File: src/rtl/acc_control_if.sv
// Control bundle between the accumulator control FSM and the IR/accumulator/memory datapath.
// The controller side drives the strobes; the datapath side supplies opcode and status.
interface acc_control_if #(
  parameter int unsigned OPCODE_W = 4,
  parameter int unsigned ALUOP_W  = 3
);
  logic [OPCODE_W-1:0] opcode;
  logic                acc_zero;
  logic                mem_ready;
  logic                pc_write;
  logic [1:0]          pc_source;
  logic                iord;
  logic                mem_read;
  logic                mem_write;
  logic                ir_write;
  logic                reg_write;
  logic                mem_to_reg;
  logic                alu_src_b;
  logic [ALUOP_W-1:0]  alu_op;
  logic                illegal_op;
  logic                halted;
  logic                fault;

  modport master (
    input  opcode, acc_zero, mem_ready,
    output pc_write, pc_source, iord, mem_read, mem_write, ir_write,
           reg_write, mem_to_reg, alu_src_b, alu_op, illegal_op, halted, fault
  );

  modport slave (
    output opcode, acc_zero, mem_ready,
    input  pc_write, pc_source, iord, mem_read, mem_write, ir_write,
           reg_write, mem_to_reg, alu_src_b, alu_op, illegal_op, halted, fault
  );
endinterface

File: src/rtl/acc_control_fsm.sv
// Multi-cycle control unit for the 16-bit accumulator datapath, with a MemReady watchdog.
// Level outputs are registered from the next state; IRWrite/PCWrite/IllegalOp react to live inputs.
module acc_control_fsm #(
  parameter int unsigned OPCODE_W = 4,
  parameter int unsigned ALUOP_W  = 3,
  parameter int unsigned WAIT_MAX = 15
) (
  input logic           clk,
  input logic           rst,
  acc_control_if.master bus
);

  localparam int unsigned CNT_W = (WAIT_MAX > 1) ? $clog2(WAIT_MAX + 1) : 1;

  localparam logic [OPCODE_W-1:0] OP_LOAD  = OPCODE_W'(0);
  localparam logic [OPCODE_W-1:0] OP_STORE = OPCODE_W'(1);
  localparam logic [OPCODE_W-1:0] OP_ADD   = OPCODE_W'(2);
  localparam logic [OPCODE_W-1:0] OP_SUB   = OPCODE_W'(3);
  localparam logic [OPCODE_W-1:0] OP_ADDI  = OPCODE_W'(4);
  localparam logic [OPCODE_W-1:0] OP_AND   = OPCODE_W'(5);
  localparam logic [OPCODE_W-1:0] OP_OR    = OPCODE_W'(6);
  localparam logic [OPCODE_W-1:0] OP_BEQZ  = OPCODE_W'(7);
  localparam logic [OPCODE_W-1:0] OP_JUMP  = OPCODE_W'(8);
  localparam logic [OPCODE_W-1:0] OP_HALT  = OPCODE_W'(15);

  localparam logic [ALUOP_W-1:0] ALU_ADD = ALUOP_W'(0);
  localparam logic [ALUOP_W-1:0] ALU_SUB = ALUOP_W'(1);
  localparam logic [ALUOP_W-1:0] ALU_AND = ALUOP_W'(2);
  localparam logic [ALUOP_W-1:0] ALU_OR  = ALUOP_W'(3);

  typedef enum logic [3:0] {
    S_FETCH, S_DECODE, S_MEMRD, S_MEMWR, S_ALUWB,
    S_LOADWB, S_BRANCH, S_JUMP, S_HALT, S_FAULT
  } state_t;

  state_t             state, state_nxt;
  logic [CNT_W-1:0]   wait_cnt, wait_nxt;
  logic               limit_hit;
  logic               req_active;
  logic               fetch_done;

  logic               mem_read_q, mem_read_d;
  logic               mem_write_q, mem_write_d;
  logic               iord_q, iord_d;
  logic               reg_write_q, reg_write_d;
  logic               mem_to_reg_q, mem_to_reg_d;
  logic               alu_src_b_q, alu_src_b_d;
  logic [ALUOP_W-1:0] alu_op_q, alu_op_d;
  logic [1:0]         pc_source_q, pc_source_d;
  logic               pc_jump_q, pc_jump_d;
  logic               halted_q, halted_d;
  logic               fault_q, fault_d;

  function automatic logic is_legal(input logic [OPCODE_W-1:0] op);
    return op inside {OP_LOAD, OP_STORE, OP_ADD, OP_SUB, OP_ADDI,
                      OP_AND, OP_OR, OP_BEQZ, OP_JUMP, OP_HALT};
  endfunction

  function automatic logic [ALUOP_W-1:0] alu_op_for(input logic [OPCODE_W-1:0] op);
    case (op)
      OP_SUB:  return ALU_SUB;
      OP_AND:  return ALU_AND;
      OP_OR:   return ALU_OR;
      default: return ALU_ADD;
    endcase
  endfunction

  // A memory wait only counts while a request is actually on the bus; the
  // first FETCH cycle after reset has no request yet, so MemReady is ignored there.
  assign req_active = mem_read_q | mem_write_q;
  assign limit_hit  = (WAIT_MAX != 0) && ((32'(wait_cnt) + 32'd1) == WAIT_MAX);

  // Next-state and watchdog counter
  always_comb begin
    state_nxt = state;
    wait_nxt  = wait_cnt;
    case (state)
      S_FETCH, S_MEMRD, S_MEMWR: begin
        if (req_active) begin
          if (bus.mem_ready) begin
            wait_nxt = '0;
            case (state)
              S_FETCH: state_nxt = S_DECODE;
              S_MEMRD: state_nxt = (bus.opcode == OP_LOAD) ? S_LOADWB : S_ALUWB;
              default: state_nxt = S_FETCH;
            endcase
          end else if (limit_hit) begin
            state_nxt = S_FAULT;
          end else if (wait_cnt != {CNT_W{1'b1}}) begin
            wait_nxt = wait_cnt + CNT_W'(1);
          end
        end
      end
      S_DECODE: begin
        case (bus.opcode)
          OP_LOAD, OP_ADD, OP_SUB, OP_AND, OP_OR: state_nxt = S_MEMRD;
          OP_STORE: state_nxt = S_MEMWR;
          OP_ADDI:  state_nxt = S_ALUWB;
          OP_BEQZ:  state_nxt = S_BRANCH;
          OP_JUMP:  state_nxt = S_JUMP;
          OP_HALT:  state_nxt = S_HALT;
          default:  state_nxt = S_FETCH;
        endcase
      end
      S_ALUWB, S_LOADWB, S_BRANCH, S_JUMP: state_nxt = S_FETCH;
      S_HALT:  state_nxt = S_HALT;
      S_FAULT: state_nxt = S_FAULT;
      default: state_nxt = S_FETCH;
    endcase
    if (state_nxt != state) wait_nxt = '0;
  end

  // Level outputs for the state being entered
  always_comb begin
    mem_read_d   = state_nxt inside {S_FETCH, S_MEMRD};
    mem_write_d  = (state_nxt == S_MEMWR);
    iord_d       = state_nxt inside {S_MEMRD, S_MEMWR};
    reg_write_d  = state_nxt inside {S_ALUWB, S_LOADWB};
    mem_to_reg_d = (state_nxt == S_LOADWB);
    alu_src_b_d  = (state_nxt == S_ALUWB) && (bus.opcode == OP_ADDI);
    alu_op_d     = (state_nxt == S_ALUWB) ? alu_op_for(bus.opcode) : ALU_ADD;
    pc_source_d  = (state_nxt == S_BRANCH) ? 2'b01 :
                   (state_nxt == S_JUMP)   ? 2'b10 : 2'b00;
    pc_jump_d    = (state_nxt == S_JUMP);
    halted_d     = (state_nxt == S_HALT);
    fault_d      = (state_nxt == S_FAULT);
  end

  always_ff @(posedge clk or posedge rst) begin
    if (rst) begin
      state        <= S_FETCH;
      wait_cnt     <= '0;
      mem_read_q   <= 1'b0;
      mem_write_q  <= 1'b0;
      iord_q       <= 1'b0;
      reg_write_q  <= 1'b0;
      mem_to_reg_q <= 1'b0;
      alu_src_b_q  <= 1'b0;
      alu_op_q     <= '0;
      pc_source_q  <= 2'b00;
      pc_jump_q    <= 1'b0;
      halted_q     <= 1'b0;
      fault_q      <= 1'b0;
    end else begin
      state        <= state_nxt;
      wait_cnt     <= wait_nxt;
      mem_read_q   <= mem_read_d;
      mem_write_q  <= mem_write_d;
      iord_q       <= iord_d;
      reg_write_q  <= reg_write_d;
      mem_to_reg_q <= mem_to_reg_d;
      alu_src_b_q  <= alu_src_b_d;
      alu_op_q     <= alu_op_d;
      pc_source_q  <= pc_source_d;
      pc_jump_q    <= pc_jump_d;
      halted_q     <= halted_d;
      fault_q      <= fault_d;
    end
  end

  // Instruction latch and PC+1 fire in the same cycle the fetch completes
  assign fetch_done = (state == S_FETCH) && mem_read_q && bus.mem_ready;

  assign bus.ir_write   = fetch_done;
  assign bus.pc_write   = fetch_done | pc_jump_q | ((state == S_BRANCH) & bus.acc_zero);
  assign bus.illegal_op = (state == S_DECODE) && !is_legal(bus.opcode);
  assign bus.pc_source  = pc_source_q;
  assign bus.iord       = iord_q;
  assign bus.mem_read   = mem_read_q;
  assign bus.mem_write  = mem_write_q;
  assign bus.reg_write  = reg_write_q;
  assign bus.mem_to_reg = mem_to_reg_q;
  assign bus.alu_src_b  = alu_src_b_q;
  assign bus.alu_op     = alu_op_q;
  assign bus.halted     = halted_q;
  assign bus.fault      = fault_q;

endmodule

File: src/flat_wrapper.sv
// flat-port wrapper written by rule: the top's interface ports become plain ports
module acc_control_fsm_flat 
#(
  parameter int unsigned OPCODE_W = 4,
  parameter int unsigned ALUOP_W  = 3,
  parameter int unsigned WAIT_MAX = 15
)
  (clk, rst, bus_opcode, bus_acc_zero, bus_mem_ready, bus_pc_write, bus_pc_source, bus_iord, bus_mem_read, bus_mem_write, bus_ir_write, bus_reg_write, bus_mem_to_reg, bus_alu_src_b, bus_alu_op, bus_illegal_op, bus_halted, bus_fault);
  acc_control_if #(.OPCODE_W(OPCODE_W), .ALUOP_W(ALUOP_W)) bus_i ();
  input logic clk;
  input logic rst;
  input wire logic [$bits(bus_i.opcode)-1:0] bus_opcode;
  input wire logic [$bits(bus_i.acc_zero)-1:0] bus_acc_zero;
  input wire logic [$bits(bus_i.mem_ready)-1:0] bus_mem_ready;
  output wire logic [$bits(bus_i.pc_write)-1:0] bus_pc_write;
  output wire logic [$bits(bus_i.pc_source)-1:0] bus_pc_source;
  output wire logic [$bits(bus_i.iord)-1:0] bus_iord;
  output wire logic [$bits(bus_i.mem_read)-1:0] bus_mem_read;
  output wire logic [$bits(bus_i.mem_write)-1:0] bus_mem_write;
  output wire logic [$bits(bus_i.ir_write)-1:0] bus_ir_write;
  output wire logic [$bits(bus_i.reg_write)-1:0] bus_reg_write;
  output wire logic [$bits(bus_i.mem_to_reg)-1:0] bus_mem_to_reg;
  output wire logic [$bits(bus_i.alu_src_b)-1:0] bus_alu_src_b;
  output wire logic [$bits(bus_i.alu_op)-1:0] bus_alu_op;
  output wire logic [$bits(bus_i.illegal_op)-1:0] bus_illegal_op;
  output wire logic [$bits(bus_i.halted)-1:0] bus_halted;
  output wire logic [$bits(bus_i.fault)-1:0] bus_fault;
  assign bus_i.opcode = bus_opcode;
  assign bus_i.acc_zero = bus_acc_zero;
  assign bus_i.mem_ready = bus_mem_ready;
  assign bus_pc_write = bus_i.pc_write;
  assign bus_pc_source = bus_i.pc_source;
  assign bus_iord = bus_i.iord;
  assign bus_mem_read = bus_i.mem_read;
  assign bus_mem_write = bus_i.mem_write;
  assign bus_ir_write = bus_i.ir_write;
  assign bus_reg_write = bus_i.reg_write;
  assign bus_mem_to_reg = bus_i.mem_to_reg;
  assign bus_alu_src_b = bus_i.alu_src_b;
  assign bus_alu_op = bus_i.alu_op;
  assign bus_illegal_op = bus_i.illegal_op;
  assign bus_halted = bus_i.halted;
  assign bus_fault = bus_i.fault;
  acc_control_fsm #(.OPCODE_W(OPCODE_W), .ALUOP_W(ALUOP_W), .WAIT_MAX(WAIT_MAX)) u_core (.clk(clk), .rst(rst), .bus(bus_i));
endmodule
File: config.mk
export PLATFORM = sky130hd
export DESIGN_NAME = acc_control_fsm_flat
export DESIGN_NICKNAME = d
export VERILOG_FILES = /design/src/rtl/acc_control_if.sv /design/src/rtl/acc_control_fsm.sv /design/src/flat_wrapper.sv
export SDC_FILE = /design/constraint.sdc
export NUM_CORES = 1
export LEC_CHECK = 0
export CORE_UTILIZATION = 35
export CTS_CLUSTER_DIAMETER = 200
export DETAILED_ROUTE_END_ITERATION = 12
export GPL_TIMING_DRIVEN = 0
export HOLD_SLACK_MARGIN = 0.12
export PLACE_DENSITY = 0.61
export SYNTH_ARGS = -nofsm -noshare
export SYNTH_HDL_FRONTEND = slang
export SYNTH_SLANG_ARGS = --single-unit
File: constraint.sdc
create_clock -name clk -period 2.5 [get_ports clk]
set_clock_uncertainty 0.1 [all_clocks]
set_input_delay 0.625 -clock clk [delete_from_list [all_inputs] [get_ports clk]]
set_output_delay 0.625 -clock clk [all_outputs]
set_load 0.005 [all_outputs]
==> run metrics, run 1 <==
DRT antenna net count 0; Clock Path Buffers 2; DR vias 1166; die outline height 62.7 um; total power of the final layout 1.31 mW; post-synthesis sequential element count 21; buffer cell driving the clock tree root sky130_fd_sc_hd__clkbuf_8; top fanout value on the critical path 1; critical path arrival 1.72 ns; Clock Pin Slew Worst Setup and Hold Paths 0.07 ns; crit path capture type primary output; Final GP Congestion 0.880; Top Registers u_core.state: 4 flops, u_core.wait_cnt: 4 flops; area of the mapped netlist 1290 um2; first-pass detailed-route iteration total 4; Static Leak 0.739 nW; utilization after layout 47.8%; WL per Instance 13.5 um; Max Transition Viols Final 0; Clock Sinks 21; global routing usage summed across all routing layers 15.3%; sum of overflow across all layers after global routing 0; setup TNS 0 ns; commonest register cell after synthesis sky130_fd_sc_hd__dfrtp_1; critical path required time 1.77 ns; Die Wd 62.7 um; floorplan core area 3440 um2; count of distinct cell types in the synthesized netlist 46; hold path startpoint u_core.wait_cnt[3]; RSZ-0062 raised after global routing no; placed wire-length estimate 2.14 mm; Final Hold Vio Count 0; reg2reg path depth 8; pin count of the biggest net entering global routing 22; fraction of layout instances using a drive strength above 1 15.7%; final critical-path share of the clock period 97.9%; number of buffers added by the clock tree synthesis step 3; highest ir drop seen on vdd 0.225 mV; fillers 330; launch point of the worst reg-to-reg path u_core.wait_cnt[0]; status finished clean; diode insertion count for antenna repair 0; Total Routed Length 2.85 mm; clock insertion delay at the later pin of the skew report 0.25 ns; count of flip-flops with a built-in enable after synthesis 0; Hold Slack 0.559 ns; top post-synthesis cells by area sky130_fd_sc_hd__dfrtp_1 (41%), sky130_fd_sc_hd__ha_1 (5.8%), sky130_fd_sc_hd__nor2_1 (5.0%); Tightest Pin Transition 0.735 ns; multi-input gate area in the final layout 723 um2; setup slack of the worst register-to-register path 0.30 ns; first element of the critical path bus_acc_zero; initial antenna violation count 0; Synth Instances 141; Setup Crit Path Kind in -> out; vias per std cell 5.50; Max-Cap Viols 0; post-synth net total 155; portion of the post-synthesis area used by sequential elements 40.8%; Pwr Density 796 nW/um2; top-level port count 24; CTS tree built; FF/Latch Area 527 um2; Die Outline Area 3930 um2; area fraction of the dominant cell type after synthesis 40.8%; type of origin of the critical path primary input; Mean Syn Cell Area 9.13 um2; number of standard-cell rows in the floorplan 21; H-tree levels 1; total number of yosys warnings 0; area growth from synthesis to layout 27.9%; class of the tightest hold or removal check reg -> reg; Post-synth ARST share 100%; via count of the first global-routing pass 1054; clock period minus worst slack 2.45 ns; wire length of the first global-routing pass 4.84 mm; Total Nets Final 181; cell taking the most area after synthesis sky130_fd_sc_hd__dfrtp_1; final setup violating endpoints 0; count of buffers from port buffering 21; Highest Clock Rate 409 MHz; number of design-rule violations left by the first detailed-router iteration 71; Endpoint, Worst Hold u_core.wait_cnt[3]; Initial Utilization 37.4%; relative slew slack 50.9%; drt drc 0; cell depth of the worst min-delay path 2; worst r2r dst u_core.pc_jump_q
-- routing by layer --
layer  wire (um)  global-route usage, %  part of all wire [%]  vias to the layer above
li1            -                      -                     -                      559
met1        1310                   21.0                    46                      560
met2        1360                   24.3                    48                       43
met3         151                   2.01                   5.3                        4
met4          36                   6.10                   1.3                        0
met5           0                      0                     0                        -
-- cell usage after synthesis, types with 4 or more instances --
cell type                  count
sky130_fd_sc_hd__nand2b_1      4
sky130_fd_sc_hd__o21ai_0       4
sky130_fd_sc_hd__ha_1          6
sky130_fd_sc_hd__nor4_1        4
sky130_fd_sc_hd__nand2_1       4
sky130_fd_sc_hd__nand3_1       7
sky130_fd_sc_hd__and2_1        4
sky130_fd_sc_hd__dfrtp_1      21
sky130_fd_sc_hd__nor2_1       17
sky130_fd_sc_hd__inv_1         8
sky130_fd_sc_hd__nor2b_1       4
sky130_fd_sc_hd__buf_2         4
sky130_fd_sc_hd__a21oi_1       7
-- how the worst max path moves through the flow --
stage	end	slack (ns)	cells after the start
floorplan	u_core.bus.halted	0.22	7
global placement	bus_illegal_op	-0.76	8
detailed placement	bus_illegal_op	-0.78	8
CTS	bus_illegal_op	0.03	7
global route	bus_illegal_op	0.001	7
finish	bus_pc_write	0.05	4
-- cell type report --
class,count,share of cell area [%]
clock buffers,4,2.74
multi-input cells,104,43.9
well taps,46,3.50
flip-flops and latches,21,32.0
repair buffers,23,13.4
plain buffers,5,2.20
inverters,9,2.20
-- logic make-up after synthesis --
kind of cell | Yosys count | share of synthesized area (%)
and+or+nand+nor | 64 | 29.1
other | 1 | 0.291
buffers and inverters | 16 | 5.54
AOI/OAI and AO/OA | 29 | 15.3
adders and majority gates | 6 | 5.83
muxes | 4 | 3.21
DFF | 21 | 40.8
-- cell usage in the layout, fill, tap and decap left out, types with 2 or more instances in the layout --
cell type / synthesis / layout
sky130_fd_sc_hd__nor3_1: 2 / 2
sky130_fd_sc_hd__nor2_1: 17 / 16
sky130_fd_sc_hd__inv_1: 8 / 6
sky130_fd_sc_hd__nor4_1: 4 / 3
sky130_fd_sc_hd__clkbuf_8: 0 / 3
sky130_fd_sc_hd__dfrtp_1: 21 / 20
sky130_fd_sc_hd__nand2b_1: 4 / 4
sky130_fd_sc_hd__o31ai_1: 3 / 3
sky130_fd_sc_hd__ha_1: 6 / 5
sky130_fd_sc_hd__o21ai_0: 4 / 4
sky130_fd_sc_hd__a22oi_1: 2 / 2
sky130_fd_sc_hd__inv_2: 0 / 2
sky130_fd_sc_hd__buf_2: 4 / 3
sky130_fd_sc_hd__or2_2: 2 / 2
sky130_fd_sc_hd__nor4b_1: 2 / 2
sky130_fd_sc_hd__buf_4: 1 / 3
sky130_fd_sc_hd__nand4_1: 2 / 2
sky130_fd_sc_hd__o211ai_1: 2 / 2
sky130_fd_sc_hd__a21oi_1: 7 / 7
sky130_fd_sc_hd__clkdlybuf4s50_1: 0 / 16
sky130_fd_sc_hd__nor2b_1: 4 / 4
sky130_fd_sc_hd__and4_1: 2 / 2
sky130_fd_sc_hd__and2_1: 4 / 4
sky130_fd_sc_hd__mux2i_1: 3 / 3
sky130_fd_sc_hd__nand3_1: 7 / 7
sky130_fd_sc_hd__nand2_1: 4 / 4
sky130_fd_sc_hd__and3b_1: 2 / 2
sky130_fd_sc_hd__clkdlybuf4s15_2: 0 / 2
-- critical path, cell delays in order --
cell and delay [ns]:
sky130_fd_sc_hd__clkdlybuf4s50_1 0.40, sky130_fd_sc_hd__and4_1 0.19, sky130_fd_sc_hd__or3_1 0.30, sky130_fd_sc_hd__clkdlybuf4s15_1 0.20
-- through the flow --
step	setup slack, ns	area (um2)	instances
after floorplan	0.217	1290	141
after global placement	-0.758	1560	208
after detailed placement	-0.781	1560	208
after CTS	0.0253	1620	211
after global routing	0.00101	1650	212
final	0.0525	1650	212
-- power breakdown --
group	switching (mW)	leakage, nW	total, mW	internal [mW]
Clock	0.0983	0.0228	0.212	0.113
Combinational	0.318	0.434	0.605	0.288
Sequential	0.0878	0.283	0.493	0.405
-- repair_timing --
| action | CTS | global route |
|---|---|---|
| hold buffers | 0 | 0 |
| cloned | 0 | 0 |
| setup endpoints to repair | 14 | 3 |
| gates resized for setup | 20 | 5 |
| pin swaps | 2 | 2 |
| buffers inserted | 1 | 1 |
Power figures use the tool's default switching activity.
==> run 2: changes to the inputs <==
--- a/config.mk
+++ b/config.mk
@@ -5,6 +5,7 @@
 export SDC_FILE = /design/constraint.sdc
 export NUM_CORES = 1
 export LEC_CHECK = 0
+export CAP_MARGIN = 10
 export CORE_UTILIZATION = 35
 export CTS_CLUSTER_DIAMETER = 200
 export DETAILED_ROUTE_END_ITERATION = 12
==> constraint.sdc (replaced) <==
create_clock -name clk -period 2.52 [get_ports clk]
set_clock_uncertainty 0.1 [all_clocks]
set_input_delay 0.63 -clock clk [delete_from_list [all_inputs] [get_ports clk]]
set_output_delay 0.63 -clock clk [all_outputs]
set_load 0.005 [all_outputs]
==> run 2 against run 1 <==
Against the previous run:
- sequential power down 1%
- worst hold slack about the same
- via count down 2.0%
- die area unchanged
- final area down 1.3%
- clock power about the same
- highest routed layer unchanged
==> run metrics, run 2 (same netlist as run 1, synthesis figures left out) <==
worst r2r dst u_core.pc_jump_q; fraction of layout instances using a drive strength above 1 15.2% (-0.51 points); Clock Sinks 21 (unchanged); Initial Utilization 37.4% (unchanged); biggest cell delay along the critical path 0.27 ns (-0.13 ns); total power of the final layout 1.29 mW (-1.5%); clock period minus worst slack 2.46 ns; global routing usage summed across all routing layers 15.2% (-0.16 points); class of the tightest hold or removal check reg -> reg; via count of the first global-routing pass 1048 (-0.57%); Highest Clock Rate 407 MHz; number of gates on the worst path with buffers counted 7 (+3); highest ir drop seen on vdd 0.214 mV (-4.7%); top fanout value on the critical path 3 (+2); Clock Path Buffers 2 (unchanged); final critical-path share of the clock period 97.6%; buffer cell driving the clock tree root sky130_fd_sc_hd__clkbuf_8; pin count of the biggest net entering global routing 22 (unchanged); number of design-rule violations left by the first detailed-router iteration 37 (-48%); count of buffering cells on the critical path with inverters included 3 (+1); leading cell type in the layout, fill and taps excluded sky130_fd_sc_hd__dfrtp_1; sum of overflow across all layers after global routing 0 (unchanged); DR vias 1143 (-2.0%); critical path required time 1.79 ns (+0.02 ns); cell area reported after detailed placement 1560 um2 (unchanged); Total Routed Length 2.79 mm (-2.2%); hold-fix buffers at CTS 0 (unchanged); status finished clean; area growth from synthesis to layout 26.2%; Top Registers u_core.state: 4 flops, u_core.wait_cnt: 4 flops; first-pass detailed-route iteration total 4 (unchanged); diode insertion count for antenna repair 0 (unchanged); cell breakdown of the critical path clkdlybuf4s15_2 > inv_2 > ha_1 > nor4_2 > a21oi_1 > nor3_1 > buf_2; Die Wd 62.7 um (unchanged); type of origin of the critical path primary input; H-tree levels 1 (unchanged); CTS tree built; first element of the critical path bus_opcode[1]; crit path capture type primary output; vias per std cell 5.42 (-1.5%); Final GP Congestion 0.880 (unchanged); Max-Cap Viols 0 (unchanged); DRT antenna net count 0 (unchanged); post-layout instance count excluding filler cells 211 (-0.47%); Slowest-stage cell, CP sky130_fd_sc_hd__nor4_2; die outline height 62.7 um (unchanged); initial antenna violation count 0 (unchanged); count of buffers from port buffering 21 (unchanged); Clock Pin Slew Worst Setup and Hold Paths 0.07 ns (about the same); number of standard-cell rows in the floorplan 21 (unchanged); WL per Instance 13.2 um (-1.7%); most frequent cells in the layout sky130_fd_sc_hd__dfrtp_1 (20), sky130_fd_sc_hd__nor2_1 (16), sky130_fd_sc_hd__clkdlybuf4s50_1 (16), sky130_fd_sc_hd__a21oi_1 (7), sky130_fd_sc_hd__nand3_1 (7); Max Transition Viols Final 0 (unchanged); Die Outline Area 3930 um2 (unchanged); placed wire-length estimate 2.14 mm (unchanged); placed insts 208 (unchanged); critical path arrival 1.73 ns (about the same); final design area excluding fillers 1630 um2 (-1.3%); Total Nets Final 180 (-0.55%); hold path startpoint u_core.wait_cnt[3]; setup slack of the worst register-to-register path 0.32 ns (+0.02 ns); top-level port count 24 (unchanged); Tightest Pin Transition 0.737 ns (+0.00203 ns); Static Leak 0.732 nW (-1.1%); category of cells accounting for the largest share of critical-path delay simple AND/OR/NAND/NOR gates; number of buffers added by the clock tree synthesis step 3 (unchanged); Hold Slack 0.559 ns (-0.000225 ns); Critical path destination bus_illegal_op; Pwr Density 794 nW/um2 (-0.19%); Final Hold Vio Count 0 (unchanged); launch point of the worst reg-to-reg path u_core.wait_cnt[0]; drt drc 0 (unchanged); final setup violating endpoints 0 (unchanged); floorplan core area 3440 um2 (unchanged); clock insertion delay at the later pin of the skew report 0.25 ns (about the same); RSZ-0062 raised after global routing no; reg2reg path depth 8 (unchanged); relative slew slack 50.8% (-0.14 points); wire length of the first global-routing pass 4.79 mm (-0.99%); Setup Crit Path Kind in -> out; fillers 331 (+0.30%)
## run 2: cell types whose count changed in the layout (fill, tap and decap cells not counted)
cell	change
sky130_fd_sc_hd__buf_2	+1
sky130_fd_sc_hd__buf_4	-1
sky130_fd_sc_hd__clkbuf_2	+1
sky130_fd_sc_hd__clkbuf_4	-1
sky130_fd_sc_hd__clkdlybuf4s15_2	-1
sky130_fd_sc_hd__nor2_2	+1
sky130_fd_sc_hd__nor2_4	-1
## run 2: worst min path at each step
stage | endpoint | slack, ns | cells past startpoint
after floorplan | u_core.wait_cnt[0] | 0.47 | 2
final | u_core.wait_cnt[3] | 0.56 | 2
after global placement | u_core.wait_cnt[0] | 0.52 | 2
after global routing | u_core.wait_cnt[0] | 0.60 | 2
after detailed placement | u_core.wait_cnt[0] | 0.54 | 2
after CTS | u_core.wait_cnt[0] | 0.56 | 2
## run 2: what timing repair did
item                       4_1_cts  5_1_grt
setup buffers                    0        1
gates resized for setup         18        5
pin swaps                        2        2
setup endpoints to repair       14        4
## run 2: where the power goes
group | internal (mW) | leakage (nW) | switching, mW
Clock | 0.112 | 0.0228 | 0.0975
Combinational | 0.280 | 0.426 | 0.313
Sequential | 0.402 | 0.283 | 0.0853
## run 2: cell type report
cell class	instances	area (um2)	share of cell area (%)
buffer	5	33.8	2.08
inverter	9	36.3	2.23
clock buffer	4	45.0	2.77
timing repair buffer	22	208	12.8
multi-input combinational	104	718	44.2
sequential	21	527	32.4
tap	46	57.6	3.54
## run 2: through the flow
stage	utilization [%]	TNS [ns]	setup WS, ns
floorplan	-	0	0.232
global route	47.2	0	0.00504
CTS	46.8	0	0.000513
detailed placement	45.2	-6.04	-0.771
finish	47.2	0	0.0615
global placement	45.2	-5.66	-0.748
## run 2: tightest hold or removal path, cell delays in order (launching register included)
cell and delay [ns]:
sky130_fd_sc_hd__dfrtp_1 0.45, sky130_fd_sc_hd__nand3_1 0.11, sky130_fd_sc_hd__a21oi_1 0.05
## run 2: layer usage
layer	global-route usage (%)	share of wire, %
met1	20.9	48
met2	23.9	46
met3	2.01	3.9
met4	6.10	1.3
met5	0	0
==> run 3: changes to the inputs <==
--- a/config.mk
+++ b/config.mk
@@ -11,6 +11,7 @@
 export DETAILED_ROUTE_END_ITERATION = 12
 export GPL_TIMING_DRIVEN = 0
 export HOLD_SLACK_MARGIN = 0.12
+export MAX_ROUTING_LAYER = met4
 export PLACE_DENSITY = 0.61
 export SYNTH_ARGS = -nofsm -noshare
 export SYNTH_HDL_FRONTEND = slang
==> constraint.sdc (replaced) <==
create_clock -name clk -period 2.85 [get_ports clk]
set_clock_uncertainty 0.1 [all_clocks]
set_input_delay 0.7125 -clock clk [delete_from_list [all_inputs] [get_ports clk]]
set_output_delay 0.7125 -clock clk [all_outputs]
set_load 0.005 [all_outputs]
==> run 3 against run 2 <==
Against the previous run:
- register-to-register slack improved by 0.35 ns
- die area is the same
- sequential share of layout area is 0.077 points lower
- combinational power shrank 12%
- wire length down 0.72%
- core utilization unchanged
- final area stayed put
- sequential power is 14% lower
- final cell count stayed put
- sequential cell count stayed put
==> run metrics, run 3 (same netlist as run 1, synthesis figures left out) <==
RSZ-0062 raised after global routing no; initial antenna violation count 0 (unchanged); relative slew slack 50.2% (-0.56 points); status finished clean; via count of the first global-routing pass 1069 (+2.0%); CTS tree built; clock period minus worst slack 2.70 ns; post-layout instance count excluding filler cells 211 (unchanged); Clock Path Buffers 2 (unchanged); leading cell type in the layout, fill and taps excluded sky130_fd_sc_hd__dfrtp_1; Max-Cap Viols 0 (unchanged); vias per std cell 5.32 (-1.8%); cell depth of the worst min-delay path 2 (unchanged); setup slack of the worst register-to-register path 0.67 ns (+0.35 ns); hold path startpoint u_core.wait_cnt[0]; Total Routed Length 2.77 mm (-0.72%); critical path required time 2.04 ns (+0.25 ns); Total Nets Final 180 (unchanged); count of buffers from port buffering 21 (unchanged); DRT antenna net count 0 (unchanged); DR vias 1122 (-1.8%); drt drc 0 (unchanged); total power of the final layout 1.12 mW (-13%); Tightest Pin Transition 0.746 ns (+0.00834 ns); sum of overflow across all layers after global routing 0 (unchanged); sum of routed wire segments on met1 1.33 mm (-1.5%); most frequent cells in the layout sky130_fd_sc_hd__dfrtp_1 (21), sky130_fd_sc_hd__nor2_1 (17), sky130_fd_sc_hd__clkdlybuf4s50_1 (17), sky130_fd_sc_hd__a21oi_1 (7), sky130_fd_sc_hd__nand3_1 (7); placed insts 208 (unchanged); wire length of the first global-routing pass 4.80 mm (+0.15%); fraction of layout instances using a drive strength above 1 12.1% (-3.0 points); die outline height 62.7 um (unchanged); Hold Slack 0.538 ns (-0.0206 ns); first element of the critical path bus_opcode[2]; Max Transition Viols Final 0 (unchanged); Pwr Density 691 nW/um2 (-13%); Clock Pin Slew Worst Setup and Hold Paths 0.07 ns (about the same); area growth from synthesis to layout 26.2% (unchanged); launch point of the worst reg-to-reg path u_core.wait_cnt[0]; Die Outline Area 3930 um2 (unchanged); number of design-rule violations left by the first detailed-router iteration 83 (+120%); Final GP Congestion 0.878 (-0.31%); Die Wd 62.7 um (unchanged); top fanout value on the critical path 10 (+7); Static Leak 0.732 nW (about the same); Top Registers u_core.state: 4 flops, u_core.wait_cnt: 4 flops; Setup Crit Path Kind in -> out; top-level port count 24 (unchanged); setup slack at placement -0.605 ns (+0.166 ns); crit path capture type primary output; routed length on met2 1.29 mm (-0.15%); pin count of the biggest net entering global routing 22 (unchanged); diode insertion count for antenna repair 0 (unchanged); number of standard-cell rows in the floorplan 21 (unchanged); placed wire-length estimate 2.18 mm (+1.7%); floorplan core area 3440 um2 (unchanged); hold-fix buffers at CTS 0 (unchanged); setup TNS 0 ns (unchanged); least setup slack across all paths after layout 0.151 ns (+0.0895 ns); Highest Signal Layer met4; final critical-path share of the clock period 94.7%; type of origin of the critical path primary input; critical path arrival 1.89 ns (+0.16 ns); reg2reg path depth 7 (-1); Detail Route met3 WL 119 um (+10%); class of the tightest hold or removal check reg -> reg; first-pass detailed-route iteration total 4 (unchanged); WL per Instance 13.1 um (-0.72%); final setup violating endpoints 0 (unchanged); number of buffers added by the clock tree synthesis step 3 (unchanged); highest ir drop seen on vdd 0.214 mV (-0.16%); Setup Buffers After CTS 0 (unchanged); clock insertion delay at the later pin of the skew report 0.25 ns (about the same); buffer cell driving the clock tree root sky130_fd_sc_hd__clkbuf_8; global routing usage summed across all routing layers 15.7% (+0.56 points); H-tree levels 1 (unchanged); Clock Sinks 21 (unchanged); Highest Clock Rate 371 MHz; Final Hold Vio Count 0 (unchanged); Initial Utilization 37.4% (unchanged)
run 3: path summary, 6_finish.rpt:
check,to
max reg2reg,u_core.bus.halted
min,u_core.wait_cnt[0]
min in group asynchronous,u_core.wait_cnt[3]
min reg2reg,u_core.wait_cnt[0]
max in group asynchronous,u_core.state[3]
max,bus_illegal_op
run 3: final cells by class:
class                   count  area, um2
well taps                  46       57.6
fillers                   332       1820
clock buffers               4       45.0
plain buffers               6       37.5
multi-input cells         104        721
repair buffers             21        203
flip-flops and latches     21        526
inverters                   9       36.3
run 3: critical path: stages:
cell and delay (ns):
sky130_fd_sc_hd__clkdlybuf4s50_1 0.49, sky130_fd_sc_hd__buf_6 0.14, sky130_fd_sc_hd__nor2b_1 0.05, sky130_fd_sc_hd__a21oi_1 0.11, sky130_fd_sc_hd__a21oi_1 0.08, sky130_fd_sc_hd__nor3_1 0.15
sky130_fd_sc_hd__buf_2 0.15
run 3: stage by stage:
stage / instance area (um2) / util (%)
global placement: 1560 / 45.2
global route: 1630 / 47.2
finish: 1630 / 47.2
detailed placement: 1560 / 45.2
CTS: 1620 / 47.1
floorplan: 1290 / -
run 3: power by group:
group | total [mW] | internal (mW) | switching [mW]
logic | 0.524 | 0.238 | 0.286
registers | 0.418 | 0.354 | 0.0640
clock network | 0.182 | 0.0991 | 0.0828
total | 1.12 | 0.691 | 0.433
run 3: metal layers:
metal,vias up,track usage (%)
li1,557,-
met3,2,2.01
met5,-,-
met2,34,24.9
met1,529,20.1
met4,0,6.98
run 3: timing repair:
item | 4_1_cts | 5_1_grt
endpoints found under the hold margin | 0 | 0
cloned | 0 | 0
setup endpoints to repair | 2 | 1
gates resized for setup | 14 | 3
pin swaps | 2 | 1
